<file path="config.mk">
export PLATFORM = sky130hd
export DESIGN_NAME = rpn_stack_ctrl_flat
export DESIGN_NICKNAME = d
export VERILOG_FILES = /design/src/rtl/rpn_stack_ctrl_if.sv /design/src/rtl/rpn_stack_ctrl.sv /design/src/flat_wrapper.sv
export SDC_FILE = /design/constraint.sdc
export NUM_CORES = 1
export LEC_CHECK = 0
export CAP_MARGIN = 20
export CELL_PAD_IN_SITES_DETAIL_PLACEMENT = 1
export CELL_PAD_IN_SITES_GLOBAL_PLACEMENT = 1
export CORE_UTILIZATION = 30
export CTS_BUF_LIST = sky130_fd_sc_hd__clkbuf_4 sky130_fd_sc_hd__clkbuf_8 sky130_fd_sc_hd__clkbuf_16
export DETAILED_ROUTE_END_ITERATION = 8
export PLACE_DENSITY = 0.64
export SKIP_LAST_GASP = 1
export SYNTH_ARGS = -nofsm -noshare
export SYNTH_HDL_FRONTEND = slang
export SYNTH_SLANG_ARGS = --single-unit
</file>
<file path="constraint.sdc">
create_clock -name clk -period 8.4 [get_ports clk]
set_clock_uncertainty 0.2 [all_clocks]
set_input_delay 1.26 -clock clk [delete_from_list [all_inputs] [get_ports clk]]
set_output_delay 1.26 -clock clk [all_outputs]
set_load 0.02 [all_outputs]
</file>
<file path="src/rtl/rpn_stack_ctrl_if.sv">
// Command handshake between the calculator front end and the stack controller.
// The master presents a 3-bit command plus its PUSH operand; the slave answers with ready.
interface rpn_stack_ctrl_if #(
    parameter int DATA_W = 8
);
    logic              cmd_valid;
    logic              cmd_ready;
    logic [2:0]        cmd;
    logic [DATA_W-1:0] data_in;

    modport master (
        output cmd_valid,
        output cmd,
        output data_in,
        input  cmd_ready
    );

    modport slave (
        input  cmd_valid,
        input  cmd,
        input  data_in,
        output cmd_ready
    );
endinterface

</file>
<file path="src/rtl/rpn_stack_ctrl.sv">
// RPN data-stack sequencer: TOS held in a register, the rest of the stack lives in a
// single-port synchronous RAM. Commands that need NOS take an IDLE->FETCH->EXEC trip.
module rpn_stack_ctrl #(
    parameter int DATA_W = 8,
    parameter int ADDR_W = 8,
    parameter int DEPTH  = 256
) (
    input  logic              clk,
    input  logic              reset,
    rpn_stack_ctrl_if.slave   cmd_if,
    output logic [ADDR_W-1:0] ram_addr,
    output logic [DATA_W-1:0] ram_wdata,
    output logic              ram_we,
    input  logic [DATA_W-1:0] ram_rdata,
    output logic [DATA_W-1:0] tos,
    output logic [ADDR_W:0]   depth,
    output logic              carry,
    output logic              ovf,
    output logic              unf
);

    typedef enum logic [1:0] {IDLE, FETCH, EXEC} state_t;

    localparam logic [2:0] CMD_NOP   = 3'b000;
    localparam logic [2:0] CMD_PUSH  = 3'b001;
    localparam logic [2:0] CMD_DROP  = 3'b010;
    localparam logic [2:0] CMD_DUP   = 3'b011;
    localparam logic [2:0] CMD_ADD   = 3'b100;
    localparam logic [2:0] CMD_SUB   = 3'b101;
    localparam logic [2:0] CMD_MUL   = 3'b110;
    localparam logic [2:0] CMD_CLEAR = 3'b111;

    localparam logic [ADDR_W:0] DEPTH_MAX = (ADDR_W+1)'(DEPTH);
    localparam logic [ADDR_W:0] ONE       = (ADDR_W+1)'(1);
    localparam logic [ADDR_W:0] TWO       = (ADDR_W+1)'(2);

    // Returns {carry, result}; for SUB the top bit of the wrapped difference is the borrow.
    function automatic logic [DATA_W:0] alu(input logic [2:0]        op,
                                            input logic [DATA_W-1:0] n,
                                            input logic [DATA_W-1:0] t);
        logic [2*DATA_W-1:0] prod;
        prod = {{DATA_W{1'b0}}, n} * {{DATA_W{1'b0}}, t};
        case (op)
            CMD_ADD: alu = {1'b0, n} + {1'b0, t};
            CMD_SUB: alu = {1'b0, n} - {1'b0, t};
            default: alu = {|prod[2*DATA_W-1:DATA_W], prod[DATA_W-1:0]};
        endcase
    endfunction

    state_t            state_q, state_d;
    logic [2:0]        cmd_q, cmd_d;
    logic [DATA_W-1:0] tos_q, tos_d;
    logic [ADDR_W:0]   depth_q, depth_d;
    logic              carry_q, carry_d;
    logic              ovf_q, ovf_d;
    logic              unf_q, unf_d;

    logic              accept;
    logic [ADDR_W:0]   depth_m1;
    logic [ADDR_W:0]   depth_m2;
    logic [DATA_W:0]   alu_res;

    assign cmd_if.cmd_ready = (state_q == IDLE) && reset;
    assign accept   = cmd_if.cmd_valid && cmd_if.cmd_ready;
    assign depth_m1 = depth_q - ONE;
    assign depth_m2 = depth_q - TWO;
    assign alu_res  = alu(cmd_q, ram_rdata, tos_q);

    always_comb begin
        state_d   = state_q;
        cmd_d     = cmd_q;
        tos_d     = tos_q;
        depth_d   = depth_q;
        carry_d   = carry_q;
        ovf_d     = ovf_q;
        unf_d     = unf_q;
        ram_we    = 1'b0;
        ram_addr  = '0;
        ram_wdata = '0;

        case (state_q)
            IDLE: begin
                if (accept) begin
                    cmd_d = cmd_if.cmd;
                    case (cmd_if.cmd)
                        CMD_NOP: ;
                        CMD_PUSH: begin
                            if (depth_q == DEPTH_MAX) begin
                                ovf_d = 1'b1;
                            end else begin
                                if (depth_q != '0) begin
                                    ram_we    = 1'b1;
                                    ram_addr  = depth_m1[ADDR_W-1:0];
                                    ram_wdata = tos_q;
                                end
                                tos_d   = cmd_if.data_in;
                                depth_d = depth_q + ONE;
                            end
                        end
                        CMD_DUP: begin
                            if (depth_q == '0) begin
                                unf_d = 1'b1;
                            end else if (depth_q == DEPTH_MAX) begin
                                ovf_d = 1'b1;
                            end else begin
                                ram_we    = 1'b1;
                                ram_addr  = depth_m1[ADDR_W-1:0];
                                ram_wdata = tos_q;
                                depth_d   = depth_q + ONE;
                            end
                        end
                        CMD_DROP: begin
                            if (depth_q == '0) begin
                                unf_d = 1'b1;
                            end else if (depth_q == ONE) begin
                                depth_d = '0;
                                tos_d   = '0;
                            end else begin
                                state_d = FETCH;
                            end
                        end
                        CMD_ADD, CMD_SUB, CMD_MUL: begin
                            if (depth_q < TWO) unf_d = 1'b1;
                            else               state_d = FETCH;
                        end
                        CMD_CLEAR: begin
                            depth_d = '0;
                            tos_d   = '0;
                            carry_d = 1'b0;
                            ovf_d   = 1'b0;
                            unf_d   = 1'b0;
                        end
                        default: ;
                    endcase
                end
            end
            FETCH: begin
                // NOS address goes out now; its data arrives in EXEC.
                ram_addr = depth_m2[ADDR_W-1:0];
                state_d  = EXEC;
            end
            EXEC: begin
                state_d = IDLE;
                depth_d = depth_m1;
                if (cmd_q == CMD_DROP) tos_d = ram_rdata;
                else                   {carry_d, tos_d} = alu_res;
            end
            default: state_d = IDLE;
        endcase
    end

    always_ff @(posedge clk or negedge reset) begin
        if (!reset) begin
            state_q <= IDLE;
            cmd_q   <= CMD_NOP;
            tos_q   <= '0;
            depth_q <= '0;
            carry_q <= 1'b0;
            ovf_q   <= 1'b0;
            unf_q   <= 1'b0;
        end else begin
            state_q <= state_d;
            cmd_q   <= cmd_d;
            tos_q   <= tos_d;
            depth_q <= depth_d;
            carry_q <= carry_d;
            ovf_q   <= ovf_d;
            unf_q   <= unf_d;
        end
    end

    assign tos   = tos_q;
    assign depth = depth_q;
    assign carry = carry_q;
    assign ovf   = ovf_q;
    assign unf   = unf_q;

endmodule
</file>
<file path="src/flat_wrapper.sv">
// flat-port wrapper written by rule: the top's interface ports become plain ports
module rpn_stack_ctrl_flat 
#(
    parameter int DATA_W = 8,
    parameter int ADDR_W = 8,
    parameter int DEPTH  = 256
)
  (clk, reset, ram_addr, ram_wdata, ram_we, ram_rdata, tos, depth, carry, ovf, unf, cmd_if_cmd_valid, cmd_if_cmd, cmd_if_data_in, cmd_if_cmd_ready);
  rpn_stack_ctrl_if #(.DATA_W(DATA_W)) cmd_if_i ();
  input  logic clk;
  input  logic reset;
  output logic [ADDR_W-1:0] ram_addr;
  output logic [DATA_W-1:0] ram_wdata;
  output logic ram_we;
  input  logic [DATA_W-1:0] ram_rdata;
  output logic [DATA_W-1:0] tos;
  output logic [ADDR_W:0] depth;
  output logic carry;
  output logic ovf;
  output logic unf;
  input wire logic [$bits(cmd_if_i.cmd_valid)-1:0] cmd_if_cmd_valid;
  input wire logic [$bits(cmd_if_i.cmd)-1:0] cmd_if_cmd;
  input wire logic [$bits(cmd_if_i.data_in)-1:0] cmd_if_data_in;
  output wire logic [$bits(cmd_if_i.cmd_ready)-1:0] cmd_if_cmd_ready;
  assign cmd_if_i.cmd_valid = cmd_if_cmd_valid;
  assign cmd_if_i.cmd = cmd_if_cmd;
  assign cmd_if_i.data_in = cmd_if_data_in;
  assign cmd_if_cmd_ready = cmd_if_i.cmd_ready;
  rpn_stack_ctrl #(.DATA_W(DATA_W), .ADDR_W(ADDR_W), .DEPTH(DEPTH)) u_core (.clk(clk), .reset(reset), .cmd_if(cmd_if_i), .ram_addr(ram_addr), .ram_wdata(ram_wdata), .ram_we(ram_we), .ram_rdata(ram_rdata), .tos(tos), .depth(depth), .carry(carry), .ovf(ovf), .unf(unf));
endmodule
</file>
==> results of run 1 <==
per-layer routing:
layer,global-route usage,wire (microns),part of all wire
met1,0.253,6900,0.46
met2,0.351,7440,0.50
met3,0.0127,326,0.022
met4,0.0446,283,0.019
met5,0,0,0
metrics by stage:
| step | hold WS [ps] | worst slack [ps] | instances | area (sq um) |
|---|---|---|---|---|
| 6_report | 306 | 2280 | 831 | 5430 |
| 5_1_grt | 333 | 1990 | 831 | 5430 |
| 4_1_cts | 309 | 2250 | 831 | 5430 |
| 3_5_place_dp | 289 | 2000 | 827 | 5350 |
| 3_3_place_gp | 283 | 2110 | 827 | 5350 |
| 2_1_floorplan | 284 | 2890 | 608 | 4630 |
cell usage in the layout (no fill, tap or decap), types with 5 or more instances in the layout:
cell             count
a21o_1               5
a21oi_1             30
a31oi_1             16
and2_1              42
and3_1               6
clkdlybuf4s50_1     59
dfrtp_1             25
fa_1                37
ha_1                52
inv_1               67
nand2_1             81
nand2b_1             8
nand3_1              9
nor2_1              47
nor2b_1              9
nor3_1              18
o21a_1               5
o21ai_0             32
o22ai_1              6
o31ai_1              6
xnor2_1             10
xor2_1               8
registers in the layout, summed over array words and instances (netlist names):
register and flops:
u_core.carry 1, u_core.cmd_q 3, u_core.depth 9, u_core.ovf 1
u_core.state_q 2, u_core.tos 8, u_core.unf 1
cell families after synthesis:
| group | after synthesis | share of synthesized area |
|---|---|---|
| flops | 25 | 0.135 |
| buf+inv | 98 | 0.0840 |
| mux | 5 | 0.0119 |
| simple gates | 238 | 0.247 |
| fa+ha+maj | 89 | 0.300 |
| xor+xnor | 18 | 0.0340 |
| compound gates | 135 | 0.188 |
path summary, 6_finish.rpt:
kind | startpoint | to | slack (ps) | cells past startpoint
worst max register to register | u_core.tos[4]$_DFFE_PN0P_ | u_core.carry$_DFFE_PN0P_ | 3230 | 17
worst min register to register | u_core.unf$_DFFE_PN0P_ | u_core.unf$_DFFE_PN0P_ | 310 | 1
max in group asynchronous | reset | u_core.tos[7]$_DFFE_PN0P_ | 6510 | 2
worst max-delay path | ram_rdata[4] | u_core.carry$_DFFE_PN0P_ | 2280 | 18
worst min-delay path | u_core.unf$_DFFE_PN0P_ | u_core.unf$_DFFE_PN0P_ | 310 | 1
min in group asynchronous | reset | u_core.depth[1]$_DFFE_PN0P_ | 1190 | 2
synth_stat cells (9+ instances only):
cell / number
nand2_1: 81
inv_1: 67
ha_1: 52
nor2_1: 47
and2_1: 42
fa_1: 37
o21ai_0: 32
a21oi_1: 30
clkbuf_1: 26
dfrtp_1: 25
nor3_1: 18
a31oi_1: 16
xnor2_1: 10
nand3_1: 9
nor2b_1: 9
layout make-up:
| class | count | area [sq um] | share of cell area |
|---|---|---|---|
| Multi-Input combinational cell | 485 | 3620 | 0.667 |
| Timing Repair Buffer | 62 | 613 | 0.113 |
| Clock inverter | 1 | 5.00 | 0.000923 |
| Sequential cell | 25 | 626 | 0.115 |
| Tap cell | 188 | 235 | 0.0434 |
| Inverter | 67 | 251 | 0.0464 |
| Clock buffer | 3 | 75.1 | 0.0138 |
==> impl_metrics.ini, run 1 <==
[cts]
cts_resized = 0
cts.sinks = 25
cts_tree = done
hold_buffers = 0
root_buffer = clkbuf_16
clkSlewWorstSetupHoldPaths_ps = 70
clock_latency_ps = 270
cts_buffer_depth = 2
numCtsBuffers = 3
cts.htree.levels = 1
post-cts-setup-buffer-count = 0

[logic_synthesis]
syn_inst = 608
async_reset_ff_frac = 1.00
synth_cell_types = 62
netlist_area_sq_um = 4630
syn_nets = 719
synth_top_area_cell = fa_1
yosys_register_bits = 25
synth_ff_type = dfrtp_1
synth.top_cell.area_share = 0.160
synth_edf_count = 0
synth_warnings = 0
yosysSeqAreaShare = 0.135
synth_area_leaders = fa_1, ha_1, dfrtp_1
syn_avg_cell_area_sq_um = 7.62

[critical_path]
crit_family = adder cells
crit_chain = clkdlybuf4s50_1 -> and2_1 -> fa_1 -> inv_1 -> fa_1 -> inv_1 -> fa_1 -> inv_1 -> fa_1 -> inv_1 -> ha_1 -> o21a_1 -> o31ai_1 -> a211o_1 -> a31oi_1 -> nor2_1 -> xnor2_1 -> o31a_1
path_buf_inv = 5
cp_slowest_stage_delay_ps = 650
cp-end-kind = flip-flop
worstPathRequired_ps = 8350
crit_fanout = 10
worstPathArrival_ps = 6070
startpoint_type = input pin
path_class = in -> reg
cp_slowest_cell = clkdlybuf4s50_1

[sta]
fin_crit_sh = 0.729
period_needed_ps = 6120
tightest_slew_ps = 743
drv_slew = 0
setup_viol = 0
fmax_mhz = 163
setup-tns-final_ps = 0
slew_headroom = 0.504
rsz0062_at_grt = no
hold_viol = 0

[worst_hold_path]
hold_class = reg -> reg

[global_routing]
grt_max_degree = 31
antenna_found_initial = 0
gr-total-overflow = 0
grt_pass1_wl_mm = 24.8
grt_use_total = 0.194
grt_pass1_vias = 4683

[die]
row_count = 45
initial_core_util = 0.306
die_x_microns = 126
dieArea_sq_um = 15900
io_pins = 60
die_h_microns = 126
core_area_sq_um = 15100

[place]
numPortBuffers = 59
gp_congestion = 0.860
dpl.hpwl_mm = 11.8

[layout]
nets = 755
syn_to_final_growth_pct = 17.1
num_antenna_cells = 0
utilization = 0.358
drive_above_1_share = 0.0249
fillers = 1836

[detailed_routing]
wl_per_cell_microns = 18.0
routed_wl_mm = 14.9
drc_errors = 0
ant_nets = 0
viasPerCell = 5.34
dr.pass1.iters = 4
vias = 4439
initialDrtViolationCount = 155

[run]
cap_violations = 0

[outcome]
outcome = finished clean
Power of run 1 is left out: the tool's default activity adds up to more than one toggle a clock period on the data nets, which glitch-free logic cannot reach.
==> run 2: changes to the inputs <==
--- a/config.mk
+++ b/config.mk
@@ -11,7 +11,7 @@
 export CORE_UTILIZATION = 30
 export CTS_BUF_LIST = sky130_fd_sc_hd__clkbuf_4 sky130_fd_sc_hd__clkbuf_8 sky130_fd_sc_hd__clkbuf_16
 export DETAILED_ROUTE_END_ITERATION = 8
-export PLACE_DENSITY = 0.64
+export PLACE_DENSITY = 0.66
 export SKIP_LAST_GASP = 1
 export SYNTH_ARGS = -nofsm -noshare
 export SYNTH_HDL_FRONTEND = slang
==> constraint.sdc (replaced) <==
create_clock -name clk -period 5.01 [get_ports clk]
set_clock_uncertainty 0.2 [all_clocks]
set_input_delay 0.7515 -clock clk [delete_from_list [all_inputs] [get_ports clk]]
set_output_delay 0.7515 -clock clk [all_outputs]
set_load 0.02 [all_outputs]
==> impl_metrics.ini, run 2 (synthesis gave the netlist of run 1 again) <==
[cts]
clkSlewWorstSetupHoldPaths_ps = 70
clock_latency_ps = 260
cts_buffer_depth = 2
root_buffer = clkbuf_16
cts_tree = done
numCtsBuffers = 3
cts.sinks = 25
cts.htree.levels = 1

[die]
io_pins = 60
die_x_microns = 126
dieArea_sq_um = 15900
row_count = 45
initial_core_util = 0.306
core_area_sq_um = 15100
die_h_microns = 126

[detailed_routing]
dr.pass1.iters = 4
viasPerCell = 5.26
vias = 4626
drc_errors = 0
routed_wl_mm = 16.2
initialDrtViolationCount = 94
wl_per_cell_microns = 18.4
ant_nets = 0

[critical_path]
path_class = in -> reg
crit_fanout = 6
r2r-end = u_core.carry$_DFFE_PN0P_
timing.rr.start = u_core.tos[4]$_DFFE_PN0P_
rr_worst_depth = 16
setup.worst_path.start = ram_rdata[3]
worstPathArrival_ps = 4930
worstPathRequired_ps = 4960
startpoint_type = input pin
reg2reg_slack_ps = 130
crit_end = u_core.carry$_DFFE_PN0P_
cp-end-kind = flip-flop

[sta]
drv_slew = 0
layout_setup_ws_ps = 27.9
hold_viol = 0
period_needed_ps = 4980
fin_crit_sh = 0.994
tightest_slew_ps = 671
slew_headroom = 0.551
setup_viol = 0
fmax_mhz = 201

[worst_hold_path]
hold_start = u_core.unf$_DFFE_PN0P_
hold_class = reg -> reg

[layout]
final_common_cell = nand2_1
nets = 803
mostFrequentLayoutCells = nand2_1, inv_1, clkdlybuf4s50_1
syn_to_final_growth_pct = 26.5
num_antenna_cells = 0
largest_register_ffs = 9
drive_above_1_share = 0.116
fillers = 1851

[global_routing]
grt_pass1_wl_mm = 26.9
grt_use_total = 0.211
gr-total-overflow = 0
grt_max_degree = 30
grt_pass1_vias = 5115
antenna_found_initial = 0

[place]
dpl.hpwl_mm = 13.1
dp_slack_ps = -597
gp_congestion = 0.872
numPortBuffers = 59

[outcome]
outcome = finished clean

[run]
cap_violations = 0
[run 2: cell count changes in the layout (fill, tap and decap cells not counted), sizes merged]
| cell | previous run | this run |
|---|---|---|
| clkbuf | 3 | 6 |
| clkinv | 1 | 0 |
| buf | 3 | 51 |
| dlygate4sd2 | 0 | 2 |
| clkdlybuf4s50 | 59 | 52 |
| clkdlybuf4s15 | 0 | 3 |
[run 2: area by class of cell]
type | instances | area, sq um | area share
well taps | 188 | 235 | 0.0401
inverters | 67 | 251 | 0.0429
repair buffers | 110 | 977 | 0.167
clock buffers | 4 | 82.6 | 0.0141
multi-input cells | 485 | 3690 | 0.630
flip-flops and latches | 25 | 626 | 0.107
[run 2: worst max-delay path: stages]
cell and delay (ps):
clkdlybuf4s15_2 220, buf_6 140, and2_1 140, fa_1 370, inv_1 90, fa_1 410, fa_1 470, fa_1 560
inv_1 50, ha_1 320, o21ai_0 120, o21bai_1 290, a21boi_2 120, o31ai_1 320, mux2i_1 210, nand2_1 70
o31a_1 290
[run 2: timing repair]
| action | CTS | global route |
|---|---|---|
| pin swaps | 4 | 13 |
| buffers inserted | 1 | 3 |
| setup endpoints to repair | 2 | 2 |
| gates resized for setup | 20 | 15 |
| hold buffers | 0 | 0 |
[run 2: worst min path at each step]
stage / endpoint / slack (ps) / depth (start not counted)
6_report: u_core.unf$_DFFE_PN0P_ / 300 / 1
5_1_grt: u_core.unf$_DFFE_PN0P_ / 340 / 1
4_1_cts: u_core.unf$_DFFE_PN0P_ / 310 / 1
3_5_place_dp: u_core.unf$_DFFE_PN0P_ / 290 / 1
3_3_place_gp: u_core.unf$_DFFE_PN0P_ / 290 / 1
2_1_floorplan: u_core.carry$_DFFE_PN0P_ / 260 / 0
[run 2: metrics by stage]
step / instances / hold slack (ps) / utilization / instance area, sq um / setup TNS [ps]
final: 879 / 303 / 0.387 / 5860 / 0
after global routing: 879 / 344 / 0.387 / 5860 / -57.1
after CTS: 876 / 308 / 0.384 / 5810 / 0
after detailed placement: 871 / 287 / 0.375 / 5680 / -1190
after global placement: 871 / 287 / 0.375 / 5680 / -889
after floorplan: 608 / 256 / - / 4630 / 0
[run 2: metal layers]
| layer | track usage | share of wire | wire length, microns | vias up |
|---|---|---|---|---|
| met1 | 0.267 | 0.44 | 7090 | 2317 |
| met5 | 0 | 0 | 0 | - |
| met2 | 0.394 | 0.53 | 8540 | 73 |
| met4 | 0.0425 | 0.0099 | 160 | 0 |
| met3 | 0.0139 | 0.026 | 427 | 10 |
| li1 | - | - | - | 2226 |
Power of run 2 is left out for the same reason.
==> run 3: changes to the inputs <==
--- a/config.mk
+++ b/config.mk
@@ -10,8 +10,10 @@
 export CELL_PAD_IN_SITES_GLOBAL_PLACEMENT = 1
 export CORE_UTILIZATION = 30
 export CTS_BUF_LIST = sky130_fd_sc_hd__clkbuf_4 sky130_fd_sc_hd__clkbuf_8 sky130_fd_sc_hd__clkbuf_16
+export CTS_CLUSTER_SIZE = 25
 export DETAILED_ROUTE_END_ITERATION = 8
-export PLACE_DENSITY = 0.66
+export DONT_BUFFER_PORTS = 1
+export PLACE_DENSITY = 0.59
 export SKIP_LAST_GASP = 1
 export SYNTH_ARGS = -nofsm -noshare
 export SYNTH_HDL_FRONTEND = slang
==> impl_metrics.ini, run 3 (synthesis gave the netlist of run 1 again) <==
[outcome]
outcome = finished clean

[cts]
cts.htree.levels = 1
root_buffer = clkbuf_16
clock_latency_ps = 270
cts_tree = done
clkSlewWorstSetupHoldPaths_ps = 70
cts.sinks = 25
cts_buffer_depth = 2
numCtsBuffers = 3

[layout]
mostFrequentLayoutCells = nand2_1, inv_1, ha_1
syn_to_final_growth_pct = 7.24
drive_above_1_share = 0.0601
largest_register_ffs = 9
final_common_cell = nand2_1
num_antenna_cells = 0
utilization = 0.328
nets = 711

[run]
cap_violations = 0

[sta]
rsz0062_at_grt = no
drv_slew = 0
slew_headroom = 0.502
tightest_slew_ps = 741
whs_ps = 88.0
hold_viol = 0
period_needed_ps = 4740
fmax_mhz = 211
fin_crit_sh = 0.947
setup_viol = 0

[global_routing]
gr-total-overflow = 0
antenna_found_initial = 0
grt_pass1_vias = 4696
grt_pass1_wl_mm = 25.0
grt_max_degree = 26
grt_use_total = 0.198

[place]
numPortBuffers = 0
gp_congestion = 0.859
dpl.hpwl_mm = 12.3

[critical_path]
setup.worst_path.start = u_core.tos[3]$_DFFE_PN0P_
path_class = reg -> reg
worstPathRequired_ps = 4960
cp-end-kind = flip-flop
timing.rr.start = u_core.tos[3]$_DFFE_PN0P_
worstPathArrival_ps = 4690
startpoint_type = flip-flop
crit_fanout = 7

[die]
core_area_sq_um = 15100
initial_core_util = 0.306
row_count = 45
die_h_microns = 126
die_x_microns = 126
dieArea_sq_um = 15900
io_pins = 60

[detailed_routing]
ant_nets = 0
initialDrtViolationCount = 127
vias = 4313
routed_wl_mm = 15.2
dr.pass1.iters = 4
viasPerCell = 5.48
wl_per_cell_microns = 19.3
drc_errors = 0

[worst_hold_path]
hold_class = in -> async
## run 3: worst paths after layout
kind	to	slack (ps)	cells past startpoint
max	u_core.carry$_DFFE_PN0P_	270	17
min	u_core.state_q[1]$_DFFE_PN0P_	90	1
max reg2reg	u_core.carry$_DFFE_PN0P_	270	17
min reg2reg	u_core.cmd_q[2]$_DFFE_PN0P_	360	2
max in group asynchronous	u_core.tos[4]$_DFFE_PN0P_	4340	1
min in group clk	u_core.cmd_q[2]$_DFFE_PN0P_	360	2
## run 3: through the flow
| step | instance area [sq um] | setup TNS, ps | setup WS [ps] | instances |
|---|---|---|---|---|
| floorplan | 4630 | 0 | 7.15 | 608 |
| global route | 4970 | 0 | 16.3 | 787 |
| global placement | 4840 | 0 | 32.4 | 780 |
| finish | 4970 | 0 | 268 | 787 |
| detailed placement | 4840 | -32.4 | -32.4 | 780 |
| CTS | 4940 | 0 | 89.0 | 785 |
## run 3: layout make-up
cell class | instances | area (sq um)
fillers | 1850 | 10200
multi-input cells | 485 | 3620
flip-flops and latches | 25 | 631
inverters | 67 | 251
well taps | 188 | 235
repair buffers | 18 | 148
clock buffers | 3 | 75.1
clock inverters | 1 | 5.00
## run 3: layer usage
layer	wire, microns	global-route usage
met1	6830	0.247
met2	7660	0.365
met3	581	0.0253
met4	154	0.0347
met5	0	0
## run 3: critical path, stage by stage (launching register included)
cell     delay [ps]
dfrtp_2         490
and2_1          180
fa_1            500
inv_1            50
fa_1            480
inv_1            60
fa_1            530
inv_1            60
fa_1            540
inv_1            40
ha_1            290
o21a_1          130
o31ai_2         110
a211o_1         320
a31oi_1         170
nor2_1           70
xnor2_1         130
o31a_1          280
## run 3: repair_timing
action / 4_1_cts / 5_1_grt
gates resized for setup: 0 / 6
hold endpoints to repair: 25 / 0
hold buffers: 1 / 0
endpoints found under the setup margin: 0 / 1
setup buffers: 0 / 2
Power of run 3 is left out for the same reason.
